**config.mk**
```make
export PLATFORM = sky130hd
export DESIGN_NAME = recovunit_stream
export DESIGN_NICKNAME = d
export VERILOG_FILES = /design/src/rtl/recovunit_stream.sv
export SDC_FILE = /design/constraint.sdc
export NUM_CORES = 1
export LEC_CHECK = 0
export ABC_AREA = 1
export CORE_MARGIN = 8
export CORE_UTILIZATION = 57
export CTS_CLUSTER_SIZE = 30
export DETAILED_ROUTE_END_ITERATION = 8
export PLACE_DENSITY_LB_ADDON = 0.12
export SLEW_MARGIN = 40
export SYNTH_ARGS = -nofsm -noshare
export SYNTH_HDL_FRONTEND = slang
export SYNTH_SLANG_ARGS = --single-unit
```
**constraint.sdc**
```tcl
create_clock -name clk_i -period 4.3 [get_ports clk_i]
set_input_delay 0.645 -clock clk_i [delete_from_list [all_inputs] [get_ports clk_i]]
set_output_delay 0.645 -clock clk_i [all_outputs]
set_load 0.005 [all_outputs]
```
**src/rtl/recovunit_stream.sv**
```systemverilog
// Check-node message recovery: expands one compressed min-sum row record into Wc/P beats of P signed messages.
// Optional RECOV_OFFSET_EN applies the offset-min-sum correction (BETA) to min1/min2 when the record is latched.
module recovunit_stream #(
  parameter int Wc     = 32,
  parameter int Wcbits = 6,
  parameter int W      = 10,
  parameter int P      = 8,
  parameter int BEATW  = 3,
  parameter int BETA   = 1
) (
  input  logic               clk_i,
  input  logic               rst_i,
  input  logic               in_valid_i,
  output logic               in_ready_o,
  input  logic [W-2:0]       in_min1_i,
  input  logic [W-2:0]       in_min2_i,
  input  logic [Wcbits-1:0]  in_pos_i,
  input  logic [Wc-1:0]      in_sign_i,
  output logic               out_valid_o,
  input  logic               out_ready_i,
  output logic [P*W-1:0]     out_data_o,
  output logic [BEATW-1:0]   out_beat_o,
  output logic               out_last_o,
  output logic               pos_err_o
);

  localparam int NBEAT = Wc / P;
`ifdef RECOV_OFFSET_EN
  localparam int OFS = BETA;
`else
  localparam int OFS = 0;
`endif

  typedef enum logic {S_IDLE, S_STREAM} state_t;

  state_t              state_q, state_d;
  logic [W-2:0]        min1_q, min1_d, min2_q, min2_d;
  logic [Wcbits-1:0]   pos_q, pos_d;
  logic [Wc-1:0]       sign_q, sign_d;
  logic [BEATW-1:0]    beat_q, beat_d, nxt_beat;
  logic [P*W-1:0]      data_q, data_d;
  logic                last_q, last_d;
  logic                perr_q, perr_d;
  logic                accept;
  logic [W-2:0]        min1_ofs, min2_ofs;

  // With OFS=0 this reduces to the identity, so one path serves both builds.
  function automatic logic [W-2:0] offset_mag(input logic [W-2:0] m);
    if (int'(m) > OFS) return m - (W-1)'(OFS);
    else               return '0;
  endfunction

  function automatic logic [P*W-1:0] beat_data(input logic [W-2:0]      m1,
                                               input logic [W-2:0]      m2,
                                               input logic [Wcbits-1:0] pos,
                                               input logic [Wc-1:0]     sgn,
                                               input logic [BEATW-1:0]  beat);
    logic [P*W-1:0]        d;
    logic [W-2:0]          mag;
    logic signed [W-1:0]   lane;
    int                    c;
    d = '0;
    for (int j = 0; j < P; j++) begin
      c    = int'(beat) * P + j;
      mag  = (c == int'(pos)) ? m2 : m1;
      lane = $signed({1'b0, mag});
      if (sgn[c]) lane = -lane;
      d[j*W +: W] = lane;
    end
    return d;
  endfunction

  assign min1_ofs = offset_mag(in_min1_i);
  assign min2_ofs = offset_mag(in_min2_i);
  assign nxt_beat = beat_q + BEATW'(1);

  always_comb begin
    state_d    = state_q;
    min1_d     = min1_q;
    min2_d     = min2_q;
    pos_d      = pos_q;
    sign_d     = sign_q;
    beat_d     = beat_q;
    data_d     = data_q;
    last_d     = last_q;
    perr_d     = perr_q;
    // A new record may enter while the final beat of the previous one drains.
    in_ready_o = (state_q == S_IDLE) || (last_q && out_ready_i);
    accept     = in_valid_i && in_ready_o;
    if (accept) begin
      min1_d  = min1_ofs;
      min2_d  = min2_ofs;
      pos_d   = in_pos_i;
      sign_d  = in_sign_i;
      beat_d  = '0;
      data_d  = beat_data(min1_ofs, min2_ofs, in_pos_i, in_sign_i, '0);
      last_d  = (NBEAT == 1);
      state_d = S_STREAM;
      if (int'(in_pos_i) >= Wc) perr_d = 1'b1;
    end else if (state_q == S_STREAM && out_ready_i) begin
      if (last_q) begin
        state_d = S_IDLE;
        last_d  = 1'b0;
      end else begin
        beat_d = nxt_beat;
        data_d = beat_data(min1_q, min2_q, pos_q, sign_q, nxt_beat);
        last_d = (int'(nxt_beat) == NBEAT - 1);
      end
    end
  end

  always_ff @(posedge clk_i) begin
    if (rst_i) begin
      state_q <= S_IDLE;
      beat_q  <= '0;
      data_q  <= '0;
      last_q  <= 1'b0;
      perr_q  <= 1'b0;
    end else begin
      state_q <= state_d;
      beat_q  <= beat_d;
      data_q  <= data_d;
      last_q  <= last_d;
      perr_q  <= perr_d;
    end
  end

  // Record fields only matter once STREAM is entered, so they carry no reset.
  always_ff @(posedge clk_i) begin
    min1_q <= min1_d;
    min2_q <= min2_d;
    pos_q  <= pos_d;
    sign_q <= sign_d;
  end

  assign out_valid_o = (state_q == S_STREAM);
  assign out_data_o  = data_q;
  assign out_beat_o  = beat_q;
  assign out_last_o  = last_q;
  assign pos_err_o   = perr_q;

endmodule

```
==> impl_metrics.py <==
metrics = {
    "critical_path": {
        "crit_required_ns": 4.67,
        "cp_max_fo": 68,
        "cp-start-kind": "register",
        "crit_top_cell": "nand2_1",
        "slowest_delay_ns": 0.61,
        "cp.arrival_ns": 3.54,
        "crit_slowest_cell": "and2_4",
        "crit_chain": "buf_4 > ha_1 > inv_1 > nand2_1 > nand3_1 > nand2_1 > and2_4 > nand2_4 > nand2_1 > nand2_1 > nor2_1 > nand2_1 > nand2_2 > nand2_1 > nand2_1 > nand3_1 > a21oi_1",
        "worst-path-buf-inv": 2,
        "crit_family": "simple AND/OR/NAND/NOR gates",
        "path_class": "reg2reg",
        "cp-end-kind": "register",
    },
    "synth": {
        "yosysMostFrequentCell": "nand2_1",
        "synth_top_area_share": 0.189,
        "syn_inst": 1882,
        "synth_area_leader_cell": "nand2_1",
        "synthTopCellsByArea": "nand2_1 (19%), dfxtp_1 (15%), edfxtp_1 (14%), nand3_1 (10%), o21ai_0 (7.2%)",
        "synth_warnings": 0,
        "avgSynthCellArea_sq_um": 6.25,
        "synth_edf_count": 56,
        "synth_ff_type": "dfxtp_1",
        "synth.distinct_cells": 45,
        "synth-seq-cells": 142,
        "synthArstFlopShare": 0,
        "yosys-top-cells-count": "nand2_1 (592), nand3_1 (237), o21ai_0 (170), inv_1 (133), nor2_1 (124)",
        "synth_area_sq_um": 11800,
        "ys_seq_area_frac": 0.289,
        "synth_nets": 1952,
    },
    "timing": {
        "fin_setup_tns_ns": 0,
        "holdWs_ns": 0.491,
        "fin_crit_ns": 3.17,
        "fmax_mhz": 315,
        "skew_ns": 0.00952,
        "maxSlewViolCount": 0,
        "worst_slew_pin_slew_ns": 0.778,
        "setup_viol": 0,
        "hold_violations": 0,
        "rsz0062_at_grt": "no",
        "timing.slew.headroom": 0.481,
        "fin_crit_sh": 0.738,
    },
    "finish": {
        "nets": 2009,
        "final_cell_area_sq_um": 13600,
        "areaGrowthSynthToFinish_pct": 16.0,
        "drive_above_1_share": 0.0799,
        "layout.cells.non_filler": 2223,
        "num-fill-cells": 1865,
    },
    "detailed_routing": {
        "ant_nets": 0,
        "vias_per_cell": 6.10,
        "drt_wl_total_um": 46600,
        "drt-pass1-iter-count": 7,
        "vias": 13600,
        "drc_errors": 0,
        "wl_per_cell_um": 21.0,
        "drt_iter0_drc": 1598,
    },
    "clocking": {
        "cts-hold-fix-buffers": 0,
        "clk_pin_slew_ns": 0.07,
        "cts_sinks": 142,
        "h-tree-depth": 4,
        "numCtsBuffers": 17,
        "ctsResizeCount": 0,
        "post_cts_buffers": 0,
        "clk_path_buf_depth": 2,
        "insertion_delay_ns": 0.44,
        "cts_root_buf": "clkbuf_16",
        "tritoncts": "built",
    },
    "die": {
        "rows": 52,
        "start_util": 0.581,
        "ioPinCount": 147,
        "fp.dieW_um": 160,
        "dieHeight_um": 160,
        "fp.dieArea_sq_um": 25500,
        "coreArea_sq_um": 20200,
    },
    "pwr": {
        "ir_drop_uv": 283,
        "power_density_nw_per_um2": 323,
        "p_leak_nw": 6.25,
    },
    "flow_run": {
        "cap_violations": 0,
    },
    "global_routing": {
        "grt_pass1_wl_um": 70500,
        "antenna_found_initial": 1,
        "grt_max_degree": 87,
        "grt_usage": 0.353,
        "grt_pass1_vias": 12100,
        "grt_overflow": 0,
    },
    "status": {
        "status": "complete, no violations",
    },
    "placed_design": {
        "dpl.cell_count": 2190,
        "gp_congestion": 1.02,
        "port_buffers": 146,
        "place_hpwl_um": 32600,
        "dpl-instance-area_sq_um": 13100,
    },
    "worst_hold_path": {
        "hold_path.class": "reg2reg",
    },
}
## worst paths after layout
kind	start	to	slack, ns	cells after the start
worst max-delay path	out_beat_o[0]$_SDFFE_PP0P_	out_data_o[16]$_SDFFE_PP0P_	1.13	17
worst min-delay path	out_data_o[29]$_SDFFE_PP0P_	out_data_o[29]$_SDFFE_PP0P_	0.49	2
worst max register to register	out_beat_o[0]$_SDFFE_PP0P_	out_data_o[16]$_SDFFE_PP0P_	1.13	17
worst min register to register	out_data_o[29]$_SDFFE_PP0P_	out_data_o[29]$_SDFFE_PP0P_	0.49	2
## flip-flops by register name, summed over array words and instances, names as in the netlist
signal       count
pos_q            6
sign_q          32
out_last_o       1
min1_q           9
out_beat_o       3
pos_err_o        1
out_data_o      80
out_valid_o      1
min2_q           9
## cells by family after synthesis
family          synth area share
flops                      0.289
buf+inv                   0.0999
xor+xnor                 0.00968
fa+ha+maj                 0.0106
compound gates             0.175
simple gates               0.416
## placed cells by master, fill, tap and decap left out, drive strengths merged
cell type	instances
ha	10
xnor2	7
nand3b	4
nand4	36
a21oi	92
clkbuf	19
diode	1
edfxtp	56
nor3	5
bufinv	1
a22oi	3
buf	15
clkdlybuf4s50	146
and2	1
xor2	6
inv	145
a31oi	37
o211ai	11
a21o	2
nand3	248
o21bai	5
nand2	615
a32oi	7
clkinv	7
dfxtp	86
or2	27
o21ai	205
o21a	6
clkinvlp	3
nor2	147
## layer usage
layer | vias to the layer above | global-route usage | wire, um
li1 | 6390 | - | -
met1 | 6079 | 0.466 | 18400
met2 | 937 | 0.517 | 19300
met3 | 164 | 0.101 | 6550
met4 | 0 | 0.180 | 2390
met5 | - | 0 | 0
## cell type report
class                      count  area [sq um]  area share
multi-input combinational   1474          7190       0.527
sequential                   142          3400       0.249
timing repair buffer         161          1590       0.117
inverter                     143           542      0.0397
clock buffer                  19           443      0.0325
tap                          270           338      0.0248
clock inverter                13           129     0.00945
antenna                        1          2.50    0.000183
## metrics by stage
| stage | power (mW) | setup slack, ns | utilization |
|---|---|---|---|
| finish | 4.41 | 1.13 | 0.674 |
| global route | 4.58 | 0.828 | 0.674 |
| CTS | 4.36 | 1.18 | 0.674 |
| detailed placement | 2.89 | 1.00 | 0.646 |
| global placement | 2.88 | 1.06 | 0.646 |
| floorplan | 2.38 | 1.07 | - |
## where the power goes
| group | internal, mW | total (mW) | switching [mW] |
|---|---|---|---|
| Combinational | 0.468 | 1.29 | 0.820 |
| Clock | 0.823 | 1.50 | 0.672 |
| Sequential | 1.52 | 1.63 | 0.104 |
| Total | 2.82 | 4.41 | 1.60 |
## worst register-to-register path: stages (launching register included)
cell     delay [ns]
dfxtp_1        0.37
buf_4          0.26
ha_1           0.23
inv_1          0.06
nand2_1        0.08
nand3_1        0.07
nand2_1        0.09
and2_4         0.61
nand2_4        0.30
nand2_1        0.12
nand2_1        0.11
nor2_1         0.17
nand2_1        0.11
nand2_2        0.11
nand2_1        0.06
nand2_1        0.06
nand3_1        0.10
a21oi_1        0.18
Power figures use the tool's default switching activity.
